**src/rtl/time_base_scaler_pkg.sv**
```systemverilog
// Shared encodings for the time-base scaler: display units, the decade
// divisor and the conversion FSM states.
package time_base_scaler_pkg;

    localparam int DIVISOR = 1000;

    typedef enum logic [1:0] {
        UNIT_NS = 2'd0,
        UNIT_US = 2'd1,
        UNIT_MS = 2'd2,
        UNIT_S  = 2'd3
    } unit_e;

    typedef enum logic [2:0] {
        S_IDLE      = 3'd0,
        S_MULTIPLY  = 3'd1,
        S_NORMALIZE = 3'd2,
        S_DIVIDE    = 3'd3,
        S_DONE      = 3'd4
    } state_e;

endpackage

```
**src/rtl/time_base_scaler_divider.sv**
```systemverilog
// Bit-serial restoring divider by a constant. The first quotient bit is
// produced on the start edge, so a full divide takes exactly WIDTH edges.
module serial_const_divider #(
    parameter int WIDTH   = 14,
    parameter int DIVISOR = 1000
) (
    input  logic             clock,
    input  logic             reset,
    input  logic             start,
    input  logic [WIDTH-1:0] dividend,
    output logic             busy,
    output logic [WIDTH-1:0] quotient
);

    localparam int RW    = $clog2(DIVISOR);
    localparam int CNT_W = $clog2(WIDTH + 1);

    logic [RW-1:0]    rem, src_rem, step_rem;
    logic [WIDTH-1:0] src_q, step_q;
    logic [RW:0]      trial;
    logic [CNT_W-1:0] cnt;

    // quotient doubles as the dividend shift register while busy
    always_comb begin
        src_rem = start ? '0 : rem;
        src_q   = start ? dividend : quotient;
        trial   = {src_rem, src_q[WIDTH-1]};
        if (trial >= (RW+1)'(DIVISOR)) begin
            step_rem = RW'(trial - (RW+1)'(DIVISOR));
            step_q   = {src_q[WIDTH-2:0], 1'b1};
        end else begin
            step_rem = RW'(trial);
            step_q   = {src_q[WIDTH-2:0], 1'b0};
        end
    end

    always_ff @(posedge clock or posedge reset) begin
        if (reset) begin
            rem      <= '0;
            quotient <= '0;
            cnt      <= '0;
        end else if (start) begin
            rem      <= step_rem;
            quotient <= step_q;
            cnt      <= CNT_W'(WIDTH - 1);
        end else if (cnt != '0) begin
            rem      <= step_rem;
            quotient <= step_q;
            cnt      <= cnt - 1'b1;
        end
    end

    assign busy = (cnt != '0);

endmodule

```
**src/rtl/time_base_scaler.sv**
```systemverilog
// Converts a sample-period code into a time-per-division mantissa and unit,
// dividing by 1000 serially until the value drops below 1000 or reaches seconds.
module time_base_scaler
    import time_base_scaler_pkg::*;
#(
    parameter int SAMPLE_PERIOD_BITS     = 6,
    parameter int SAMPLES_PER_DIVISION   = 10,
    parameter int CLOCK_PERIOD_NS        = 10,
    parameter int TIME_PER_DIVISION_BITS = 10
) (
    input  logic                              clock,
    input  logic                              reset,
    input  logic [SAMPLE_PERIOD_BITS-1:0]     samplePeriod,
    input  logic                              start,
    output logic                              ready,
    output logic                              done,
    output logic [TIME_PER_DIVISION_BITS-1:0] timePerDivision,
    output logic [1:0]                        unit,
    output logic                              overflow
);

    localparam int PRODUCT_BITS = SAMPLE_PERIOD_BITS + 1 +
                                  $clog2(SAMPLES_PER_DIVISION * CLOCK_PERIOD_NS);
    localparam int CW = (PRODUCT_BITS > TIME_PER_DIVISION_BITS) ?
                        PRODUCT_BITS : TIME_PER_DIVISION_BITS;

    state_e                          state, state_nx;
    logic [SAMPLE_PERIOD_BITS-1:0]   sp_q;
    logic [PRODUCT_BITS-1:0]         value, quotient;
    unit_e                           wunit;
    logic                            div_start, div_busy;
    logic [CW-1:0]                   value_ext;
    logic                            fits;

    assign value_ext = CW'(value);
    assign fits      = ((value_ext >> TIME_PER_DIVISION_BITS) == '0);

    always_ff @(posedge clock or posedge reset) begin
        if (reset) state <= S_IDLE;
        else       state <= state_nx;
    end

    always_comb begin
        state_nx  = state;
        div_start = 1'b0;
        case (state)
            S_IDLE:      if (start) state_nx = S_MULTIPLY;
            S_MULTIPLY:  state_nx = S_NORMALIZE;
            S_NORMALIZE: begin
                if (value < PRODUCT_BITS'(DIVISOR) || wunit == UNIT_S) begin
                    state_nx = S_DONE;
                end else begin
                    state_nx  = S_DIVIDE;
                    div_start = 1'b1;
                end
            end
            S_DIVIDE:    if (!div_busy) state_nx = S_NORMALIZE;
            S_DONE:      state_nx = S_IDLE;
            default:     state_nx = S_IDLE;
        endcase
    end

    assign ready = (state == S_IDLE);
    assign done  = (state == S_DONE);

    always_ff @(posedge clock or posedge reset) begin
        if (reset) begin
            sp_q            <= '0;
            value           <= '0;
            wunit           <= UNIT_NS;
            timePerDivision <= '0;
            unit            <= '0;
            overflow        <= 1'b0;
        end else begin
            case (state)
                S_IDLE:     if (start) sp_q <= samplePeriod;
                S_MULTIPLY: begin
                    value <= (PRODUCT_BITS'(sp_q) + PRODUCT_BITS'(1)) *
                             PRODUCT_BITS'(SAMPLES_PER_DIVISION * CLOCK_PERIOD_NS);
                    wunit <= UNIT_NS;
                end
                S_NORMALIZE: begin
                    // results publish on the edge into DONE so they line up with done
                    if (state_nx == S_DONE) begin
                        timePerDivision <= fits ? value_ext[TIME_PER_DIVISION_BITS-1:0] : '1;
                        overflow        <= ~fits;
                        unit            <= wunit;
                    end
                end
                S_DIVIDE: begin
                    if (!div_busy) begin
                        value <= quotient;
                        wunit <= unit_e'(wunit + 2'd1);
                    end
                end
                default: ;
            endcase
        end
    end

    serial_const_divider #(
        .WIDTH  (PRODUCT_BITS),
        .DIVISOR(DIVISOR)
    ) u_div (
        .clock   (clock),
        .reset   (reset),
        .start   (div_start),
        .dividend(value),
        .busy    (div_busy),
        .quotient(quotient)
    );

endmodule

```
**config.mk**
```make
export PLATFORM = sky130hd
export DESIGN_NAME = time_base_scaler
export DESIGN_NICKNAME = d
export VERILOG_FILES = /design/src/rtl/time_base_scaler_pkg.sv /design/src/rtl/time_base_scaler_divider.sv /design/src/rtl/time_base_scaler.sv
export SDC_FILE = /design/constraint.sdc
export NUM_CORES = 1
export LEC_CHECK = 0
export BUFFER_PORTS_ARGS = -buffer_cell sky130_fd_sc_hd__buf_2
export CORE_ASPECT_RATIO = 1.75
export CORE_UTILIZATION = 35
export DETAILED_ROUTE_END_ITERATION = 10
export MAX_ROUTING_LAYER = met4
export PLACE_DENSITY = 0.62
export SLEW_MARGIN = 20
export SYNTH_ARGS = -nofsm -noshare
export SYNTH_HDL_FRONTEND = slang
export SYNTH_HIERARCHICAL = 1
export SYNTH_SLANG_ARGS = --single-unit
export TNS_END_PERCENT = 30
```
**constraint.sdc**
```tcl
create_clock -name clock -period 3.5 [get_ports clock]
set_clock_uncertainty 0.15 [all_clocks]
set_input_delay 0.525 -clock clock [delete_from_list [all_inputs] [get_ports clock]]
set_output_delay 0.525 -clock clock [all_outputs]
set_load 0.005 [all_outputs]
```
Word-level counts from Yosys, hierarchy flattened:

Cells that the tools add are included.

* output and inout bits: 15
* flip-flop bits (word level): 66

* $lt $le $gt $ge: 2
* add/subtract/negate cells: 4
* bitwise operators: 1
* equality and inequality tests: 7
* multiplexer cells: 21
* multiply operators: 1
* reductions and logical operators: 9

Operator list (count)
* $mux 14: 4
* $mux 10: 5
* $pmux 14 s2: 1
* $logic_not 14->1: 1
* $lt 14x10->1 const B: 1
* $mul 7x5->12 const B: 1
* $pmux 3 s4: 1
* $ge 11x10->1 const B: 1
* $sub 10x10->10 const B: 1
* $mux 3: 3
* $mux 4: 2
* $add 6x1->7 const B: 1
* $eq 3x2->1 const B: 2
* $eq 3x3->1 const B: 2
* $reduce_and 2->1: 3
* $pmux 2 s2: 1
* $reduce_bool 2->1: 2
* $reduce_bool 4->1: 1
* $sub 4x1->4 const B: 1
* $eq 3x1->1 const B: 1
* $logic_not 3->1: 1
* $mux 1: 3
* $add 2x1->2 const B: 1
* $eq 2x2->1 const B: 1
* other kinds (4): 4

Logic depth before layout (Yosys ltp):

Gate-level depths: netlist of the first run.

* word-level depth: 9
* gate-level depth with buffers: 13

By module:

Netlist of the first run, hierarchy kept.

By module, submodules not included
* time_base_scaler: cells an instance 198, area each 2202.1 µm², sequential area each 950.9 µm², instances 1
* serial_const_divider: cells an instance 150, area each 1455.1 µm², sequential area each 700.7 µm², instances 1

Worst setup path before layout of the first run:

OpenSTA, ideal clock, no wires.

* path kind: register -> register
* start: reg sp_q[0]
* end: reg value[12]
* path buffers: 0
* library setup time: 104 ps
* arrival time: 2996 ps
* path slack: 250 ps
* cell stages (with the launch flop): 12
* cell sequence: dfrtp_1 ha_1 nand3_1 xnor2_1 ha_1 ha_1 ha_1 ha_1 and3_1 a211o_1 xnor2_1 a221oi_1

* cells in the longest elaborated chain, start to end: 3

Ends and longest elaborated chain
* start, declared: line time_base_scaler.sv:28 `logic [SAMPLE_PERIOD_BITS-1:0] sp_q;`
* start signal, assigned: line time_base_scaler.sv:76 `S_IDLE: if (start) sp_q <= samplePeriod;`
* $add 6x1->7: line time_base_scaler.sv:78 `value <= (PRODUCT_BITS'(sp_q) + PRODUCT_BITS'(1)) *`
* $mul 7x5->12: line time_base_scaler.sv:78
* $pmux 14 s2: line time_base_scaler.sv:75 `case (state)`
* end signal, assigned: line time_base_scaler.sv:78
* end signal, assigned: line time_base_scaler.sv:92 `value <= quotient;`
* end, declared: line time_base_scaler.sv:29 `logic [PRODUCT_BITS-1:0] value, quotient;`

Every way passes these cells.
A chain may end at the register's enable or synchronous reset.

Worst setup path after layout of the first run:

* start: reg sp_q[0]
* end: reg value[13]

The elaborated chain is that of the path after synthesis.

==> flow_metrics.py, run 1 <==
metrics = {
    "clock_tree": {
        "cts_max_level": 3,
        "insertion_delay_ns": 0.33,
        "cts_buffer_depth": 2,
        "cts_buffers": 9,
        "cts_tree": "yes",
        "clock_sinks": 66,
        "cts_root_buffer": "clkbuf_16",
        "cts.clk_slew.worst_paths_ns": 0.06,
    },
    "critical_path": {
        "cp-end-kind": "register",
        "reg2reg_slack_ns": 0.17,
        "crit_fanout": 6,
        "timing.rr.end": "value[13]",
        "critPathSlowestCell": "fa_1",
        "cp.required_ns": 3.55,
        "timing_worst_setup_path_type": "reg -> reg",
        "ff2ff_path_depth": 11,
        "crit_top_cell": "ha_1",
        "path_cells": "ha_2 -> xor2_2 -> ha_1 -> ha_1 -> fa_1 -> ha_4 -> o211ai_1 -> o21ai_2 -> o31ai_2 -> xor2_1 -> o21ai_0",
        "crit_arrival_ns": 3.38,
        "start_kind": "register",
        "cp_slowest_stage_delay_ns": 0.56,
        "r2r_start": "sp_q[0]",
    },
    "synth": {
        "syn-num-nets": 388,
        "synth.distinct_cells": 55,
        "ys.warnings.count": 6,
        "synth-seq-cells": 66,
        "yosysTopAreaCell": "dfrtp_1",
        "syn-instance-count": 348,
        "synth_area_mm2": 0.003657,
        "async_flop_share_pct": 100.0,
        "synth_area_leaders": "dfrtp_1 (45%), ha_1 (9.9%), mux2i_1 (4.7%)",
        "synth-seq-area-share_pct": 45.16,
        "synth.avg_cell_area_um2": 10.51,
        "ys.flop_type": "dfrtp_1",
        "synth_top_cell_area_share_pct": 45.16,
        "synth_edf_count": 0,
    },
    "floorplanning": {
        "die_h_um": 137.2,
        "start_util_pct": 35.72,
        "pin_count": 24,
        "rows": 49,
        "die_w_um": 79.27,
        "dieArea_mm2": 0.01088,
        "core_mm2": 0.01024,
    },
    "sta": {
        "max_freq_mhz": 300.4,
        "tns_ns": 0,
        "tightest_slew_ns": 0.8673,
        "setup_viol": 0,
        "hold_viol": 0,
        "fin_ws_ns": 0.1714,
        "finalMaxSlewViolations": 0,
        "min_period_over_period_pct": 95.10,
        "hold_ws_ns": 0.1273,
        "fin_crit_ns": 3.329,
        "slew_headroom_pct": 41.92,
    },
    "layout": {
        "diodes": 0,
        "final_common_cell": "dfrtp_1",
        "areaGrowthSynthToFinish_pct": 17.48,
        "layout.nets": 412,
        "drive_above_1_share_pct": 20.95,
        "nFillCells": 953,
        "final_cell_mix": "dfrtp_1 (64), nand2_1 (33), o21ai_0 (32), ha_1 (24), buf_2 (23)",
    },
    "global_routing": {
        "gr-total-overflow": 0,
        "antenna_found_initial": 0,
        "grt_pass1_wl_um": 12990,
        "grt_util_all_layers_pct": 16.17,
        "grt_max_degree": 39,
        "grt_pass1_vias": 2753,
    },
    "hold_path": {
        "hold_class": "in -> async",
    },
    "place": {
        "place.gp.congestion": 0.9169,
        "io_buffer_count": 23,
        "dpl.hpwl_um": 5721,
        "place_ws_ns": -0.01009,
    },
    "outcome": {
        "outcome": "finished, final reports clean",
    },
    "drt": {
        "finalWirelength_um": 7796,
        "firstDrtPassIters": 4,
        "drc": 0,
        "drtIter0Drc": 138,
        "ant_nets": 0,
        "vias_per_cell": 5.337,
        "wl_per_cell_um": 15.47,
        "num_vias": 2690,
    },
    "run": {
        "cap_violations": 0,
    },
}
[repair_timing]
action,CTS,global route
pin swaps,0,3
gates resized for setup,1,15
setup endpoints to repair,2,2
hold buffers,0,0
setup buffers,0,0
[state kept, by name, indices dropped and copies added, names as in the netlist, 3 cells and up]
register / count
sp_q: 6
state: 3
timePerDivision: 10
u_div/cnt: 4
u_div/quotient: 14
u_div/rem: 10
value: 14
[Yosys cell counts (5+ instances only)]
cell type and n:
nand2_1 33, mux2_2 8, o22a_1 8, a22oi_1 5, nand3_1 5, nor2_1 14, a21oi_1 13, mux2i_1 17
ha_1 29, dfrtp_1 66, clkbuf_1 7, buf_2 9, xnor2_1 5, o21ai_0 33, xor2_1 9, inv_1 19
[worst max-delay path: cells and delay by family, from the launching register on]
family | cells | cell delay, ns
xor gates and xnor gates | 2 | 0.32
AOI/OAI and AO/OA | 4 | 0.67
DFF | 1 | 0.44
adders and majority gates | 5 | 1.62
[worst max path at each step]
stage,from,end,slack (ns),cells past startpoint
after floorplan,sp_q[0],value[12],0.25,11
after global placement,sp_q[0],value[12],0.08,11
after detailed placement,sp_q[0],value[12],-0.01,11
after CTS,sp_q[0],value[13],-0.01,11
after global routing,sp_q[0],value[13],-0.02,11
final,sp_q[0],value[13],0.17,11
[metal layers]
layer	GRT usage (%)	share of wire, %	vias up
met4	9.596	3.9	0
met2	28.74	56	38
met3	2.914	2.3	23
li1	-	-	1302
met5	-	0	-
met1	16.28	38	1327
[cell families after synthesis]
| logic type | Yosys count | synth area share, % |
|---|---|---|
| adders and majority gates | 31 | 11.02 |
| AOI/OAI and AO/OA | 95 | 17.79 |
| and+or+nand+nor | 81 | 11.36 |
| muxes | 25 | 7.116 |
| DFF | 66 | 45.16 |
| xor gates and xnor gates | 14 | 3.353 |
| buffers and inverters | 36 | 4.208 |
[metrics by stage]
stage / instance area, um2 / instances / util, %
2_1_floorplan: 3657 / 348 / -
3_3_place_gp: 3906 / 488 / 38.15
3_5_place_dp: 3906 / 488 / 38.15
4_1_cts: 4217 / 504 / 41.18
5_1_grt: 4297 / 504 / 41.97
6_report: 4297 / 504 / 41.97
[cell type report]
type	count	area, um2	share of cell area [%]
clock buffers	9	225.2	5.242
clock inverters	7	77.57	1.805
inverters	19	71.32	1.660
multi-input cells	246	1942	45.20
flip-flops and latches	66	1654	38.50
well taps	127	158.9	3.698
repair buffers	30	167.7	3.902
Power of run 1 is left out: the tool's default activity adds up to more than one toggle a clock period on the data nets, which glitch-free logic cannot reach.
==> inputs of run 2 (changes only) <==
--- a/config.mk
+++ b/config.mk
@@ -10,7 +10,6 @@
 export CORE_UTILIZATION = 35
 export DETAILED_ROUTE_END_ITERATION = 10
 export MAX_ROUTING_LAYER = met4
-export PLACE_DENSITY = 0.62
 export SLEW_MARGIN = 20
 export SYNTH_ARGS = -nofsm -noshare
 export SYNTH_HDL_FRONTEND = slang
==> run 2 against run 1 <==
Critical path depth grew 1. Global-route usage hardly changed. Register-to-register slack worse by 0.05 ns. Die area stayed put. Setup slack worse by 0.049 ns. Cell area unchanged. Final cell count is the same. Largest cell class unchanged.
==> flow_metrics.py, run 2 (same netlist as run 1, synthesis figures left out) <==
metrics = {
    "outcome": {
        "outcome": "finished, final reports clean",
    },
    "drt": {
        "num_vias": 2666,
        "drtIter0Drc": 128,
        "vias_per_cell": 5.290,
        "drc": 0,
        "firstDrtPassIters": 4,
        "ant_nets": 0,
        "finalWirelength_um": 8037,
        "wl_per_cell_um": 15.95,
    },
    "critical_path": {
        "crit_arrival_ns": 3.42,
        "path_cells": "inv_1 -> ha_1 -> inv_1 -> ha_1 -> ha_1 -> ha_1 -> ha_1 -> a211oi_1 -> o21ai_2 -> o31ai_2 -> xor2_1 -> o21ai_0",
        "path_buf_inv": 2,
        "start_kind": "register",
        "timing_worst_setup_path_type": "reg -> reg",
        "crit_fanout": 6,
        "critPathSlowestCell": "dfrtp_2",
        "cp-end-kind": "register",
        "crit_top_cell": "ha_1",
        "cp_slowest_stage_delay_ns": 0.43,
        "crit_family": "adder cells",
        "cp.required_ns": 3.54,
    },
    "layout": {
        "diodes": 0,
        "final_cell_mix": "dfrtp_1 (64), nand2_1 (33), o21ai_0 (32), ha_1 (24), buf_2 (23)",
        "final_common_cell": "dfrtp_1",
        "drive_above_1_share_pct": 19.89,
        "nFillCells": 960,
        "areaGrowthSynthToFinish_pct": 17.48,
        "layout.nets": 413,
        "fin_cells": 504,
        "multiInputGateArea_mm2": 0.001943,
        "seq_area_mm2": 0.001654,
        "layout_top_registers": "u_div/quotient: 14 flops, value: 14 flops",
    },
    "sta": {
        "tns_ns": 0,
        "max_freq_mhz": 296.1,
        "hold_viol": 0,
        "finalMaxSlewViolations": 0,
        "fin_crit_ns": 3.377,
        "hold_ws_ns": 0.1283,
        "slew_headroom_pct": 42.95,
        "setup_viol": 0,
        "tightest_slew_ns": 0.8519,
        "min_period_over_period_pct": 96.49,
        "fin_ws_ns": 0.1229,
    },
    "global_routing": {
        "grt_pass1_wl_um": 12910,
        "antenna_found_initial": 0,
        "met2_usage_pct": 28.30,
        "grt_max_degree": 39,
        "grt_pass1_vias": 2663,
        "use_met3_pct": 2.715,
        "grt_util_all_layers_pct": 16.16,
        "gr-total-overflow": 0,
        "grt_use_met1_pct": 16.85,
        "grt.busiest_layer": "met2",
    },
    "floorplanning": {
        "core_mm2": 0.01024,
        "pin_count": 24,
        "die_h_um": 137.2,
        "die_w_um": 79.27,
        "start_util_pct": 35.72,
        "dieArea_mm2": 0.01088,
        "rows": 49,
    },
    "clock_tree": {
        "cts_max_level": 3,
        "cts_tree": "yes",
        "cts_root_buffer": "clkbuf_16",
        "cts.clk_slew.worst_paths_ns": 0.05,
        "cts_buffers": 9,
        "insertion_delay_ns": 0.33,
        "clock_sinks": 66,
        "cts_buffer_depth": 2,
    },
    "hold_path": {
        "hold_class": "in -> async",
    },
    "run": {
        "cap_violations": 0,
    },
    "place": {
        "place_ws_ns": 0.0007931,
        "place.gp.congestion": 0.9049,
        "placedCellCount": 488,
        "io_buffer_count": 23,
        "dpl.hpwl_um": 5770,
    },
}
## run 2: cell types whose count changed in the layout (fill, tap and decap cells not counted), sizes merged
cell,change
clkinv,-2
buf,+1
clkbuf,+1
clkinvlp,+1
inv,-1
## run 2: final cells by class
| type | instances | area share [%] |
|---|---|---|
| Clock buffer | 10 | 5.562 |
| Clock inverter | 5 | 1.281 |
| Inverter | 19 | 1.660 |
| Multi-Input combinational cell | 246 | 45.22 |
| Sequential cell | 66 | 38.50 |
| Tap cell | 127 | 3.698 |
| Timing Repair Buffer | 31 | 4.077 |
## run 2: through the flow
stage                     util, %  area [um2]
final                       41.97        4297
after floorplan                 -        3657
after global routing        41.97        4297
after CTS                   41.10        4208
after detailed placement    38.15        3906
after global placement      38.15        3906
## run 2: timing repair
item	CTS	global route
cloned	0	0
gates resized for setup	1	12
pin swaps	0	4
hold buffers	0	0
endpoints found under the setup margin	2	3
buffers inserted	0	1
## run 2: worst register-to-register path, delay by kind of cell, from the launching register on
family                   cells  cell delay, ns
buffers and inverters        2            0.16
flip-flops                   1            0.43
AO/OA/AOI/OAI                4            0.78
adder cells (fa/ha/maj)      5            1.57
XOR/XNOR                     1            0.17
## run 2: path summary, 6_finish.rpt
check,to,start,depth (start not counted),slack (ns)
setup / recovery,value[13],sp_q[0],12,0.12
hold / removal,u_div/quotient[12],reset,2,0.13
setup reg to reg,value[13],sp_q[0],12,0.12
hold reg to reg,overflow,overflow,1,0.34
max in group asynchronous,sp_q[1],reset,3,2.65
min in group clock,sp_q[0],samplePeriod[0],3,0.26
## run 2: metal layers
metal,part of all wire (%),vias up,wire (um)
li1,-,1303,-
met1,39,1321,3149
met2,56,33,4506
met3,2.3,9,185
met4,2.4,0,196
met5,0,-,0
Power of run 2 is left out for the same reason.
==> inputs of run 3 (changes only) <==
--- a/config.mk
+++ b/config.mk
@@ -7,7 +7,7 @@
 export LEC_CHECK = 0
 export BUFFER_PORTS_ARGS = -buffer_cell sky130_fd_sc_hd__buf_2
 export CORE_ASPECT_RATIO = 1.75
-export CORE_UTILIZATION = 35
+export CORE_UTILIZATION = 40
 export DETAILED_ROUTE_END_ITERATION = 10
 export MAX_ROUTING_LAYER = met4
 export SLEW_MARGIN = 20
==> constraint.sdc (replaced) <==
create_clock -name clock -period 3.45 [get_ports clock]
set_clock_uncertainty 0.15 [all_clocks]
set_input_delay 0.5175 -clock clock [delete_from_list [all_inputs] [get_ports clock]]
set_output_delay 0.5175 -clock clock [all_outputs]
set_load 0.005 [all_outputs]
==> run 3 against run 2 <==
Critical path depth is the same. Cell area up 0.23%. Sequential cell count stayed put. Highest routed layer unchanged.
==> flow_metrics.py, run 3 (same netlist as run 1, synthesis figures left out) <==
metrics = {
    "floorplanning": {
        "die_w_um": 74.28,
        "dieArea_mm2": 0.009544,
        "start_util_pct": 41.64,
        "pin_count": 24,
        "core_mm2": 0.008783,
        "rows": 45,
        "die_h_um": 128.5,
    },
    "drt": {
        "ant_nets": 0,
        "wl_per_cell_um": 15.80,
        "vias_per_cell": 5.374,
        "finalWirelength_um": 7807,
        "drc": 0,
        "num_vias": 2655,
        "drtIter0Drc": 140,
        "firstDrtPassIters": 4,
    },
    "critical_path": {
        "crit_arrival_ns": 3.39,
        "cp-end-kind": "register",
        "critPathSlowestCell": "dfrtp_2",
        "crit_family": "adder cells",
        "path_buf_inv": 1,
        "r2r_start": "sp_q[1]",
        "path_cells": "and3_1 -> nand3_1 -> xor2_2 -> inv_1 -> ha_1 -> ha_1 -> ha_1 -> ha_4 -> and3_1 -> a211o_1 -> xnor2_1 -> a221oi_1",
        "cp.required_ns": 3.52,
        "start_kind": "register",
        "ff2ff_path_depth": 12,
        "crit_fanout": 5,
        "timing_worst_setup_path_type": "reg -> reg",
        "reg2reg_slack_ns": 0.13,
        "cp_slowest_stage_delay_ns": 0.43,
        "crit_top_cell": "ha_1",
        "timing.rr.end": "value[12]",
    },
    "sta": {
        "hold_viol": 0,
        "slew_headroom_pct": 43.54,
        "tightest_slew_ns": 0.8432,
        "finalMaxSlewViolations": 0,
        "min_period_over_period_pct": 96.25,
        "tns_ns": 0,
        "max_freq_mhz": 301.2,
        "fin_crit_ns": 3.321,
        "setup_viol": 0,
    },
    "clock_tree": {
        "hold_buffers": 0,
        "cts_root_buffer": "clkbuf_16",
        "clock_sinks": 66,
        "cts.clk_slew.worst_paths_ns": 0.05,
        "cts_max_level": 3,
        "cts_buffer_depth": 2,
        "cts_tree": "yes",
        "cts_buffers": 9,
        "insertion_delay_ns": 0.32,
    },
    "outcome": {
        "outcome": "finished, final reports clean",
    },
    "layout": {
        "layout.nets": 413,
        "final_cell_mix": "dfrtp_1 (62), nand2_1 (33), o21ai_0 (32), ha_1 (23), buf_2 (23)",
        "final_common_cell": "dfrtp_1",
        "areaGrowthSynthToFinish_pct": 17.76,
        "drive_above_1_share_pct": 21.75,
        "layout_top_registers": "u_div/quotient: 14 flops, value: 14 flops",
        "diodes": 0,
    },
    "run": {
        "cap_violations": 0,
    },
    "hold_path": {
        "hold_class": "in -> async",
    },
    "place": {
        "place.gp.congestion": 0.8966,
        "io_buffer_count": 23,
        "dpl.hpwl_um": 5544,
    },
    "global_routing": {
        "antenna_found_initial": 0,
        "grt_pass1_vias": 2648,
        "gr-total-overflow": 0,
        "grt_max_degree": 39,
        "grt_pass1_wl_um": 12550,
        "grt_util_all_layers_pct": 18.08,
    },
}
==> run 3: changes by cell type in the layout (fill, tap and decap cells not counted), sizes merged <==
| cell | change |
|---|---|
| clkinv | -1 |
| bufinv | -1 |
| clkinvlp | +1 |
| clkbuf | +1 |
==> run 3: final cells by class <==
| cell class | count | area [um2] |
|---|---|---|
| clock buffer | 11 | 252.7 |
| clock inverter | 4 | 27.53 |
| fill | 829 | 4477 |
| inverter | 19 | 71.32 |
| multi-input combinational | 246 | 1977 |
| sequential | 66 | 1657 |
| tap | 117 | 146.4 |
| timing repair buffer | 31 | 175.2 |
==> run 3: metal layers <==
metal	vias up	part of all wire [%]	global-route usage, %
li1	1309	-	-
met1	1287	41	19.54
met2	46	54	30.91
met3	13	2.3	3.054
met4	0	3.1	9.545
met5	-	0	-
==> run 3: metrics by stage <==
stage	worst slack, ns	util [%]	instances	area [um2]	hold slack [ns]
global route	-0.002522	49.03	494	4307	0.1955
CTS	0.004851	47.72	493	4192	0.1598
finish	0.1294	49.03	494	4307	0.1295
floorplan	0.2002	-	348	3657	0.3217
detailed placement	-0.02311	44.33	478	3894	0.3327
global placement	0.04941	44.33	478	3894	0.3209
==> run 3: how the worst max path moves through the flow <==
stage / from / to / slack (ns) / cells past startpoint
6_report: sp_q[1] / value[12] / 0.13 / 12
5_1_grt: sp_q[1] / value[12] / -0.003 / 12
4_1_cts: sp_q[0] / value[13] / 0.005 / 11
3_5_place_dp: sp_q[1] / value[12] / -0.02 / 12
3_3_place_gp: sp_q[0] / value[12] / 0.05 / 12
2_1_floorplan: sp_q[0] / value[12] / 0.20 / 11
==> run 3: timing repair <==
| action | CTS | global route |
|---|---|---|
| gates cloned | 0 | 0 |
| gates resized for setup | 3 | 18 |
| pin swaps | 0 | 4 |
| buffers inserted | 0 | 1 |
| endpoints found under the setup margin | 2 | 3 |
Power of run 3 is left out for the same reason.
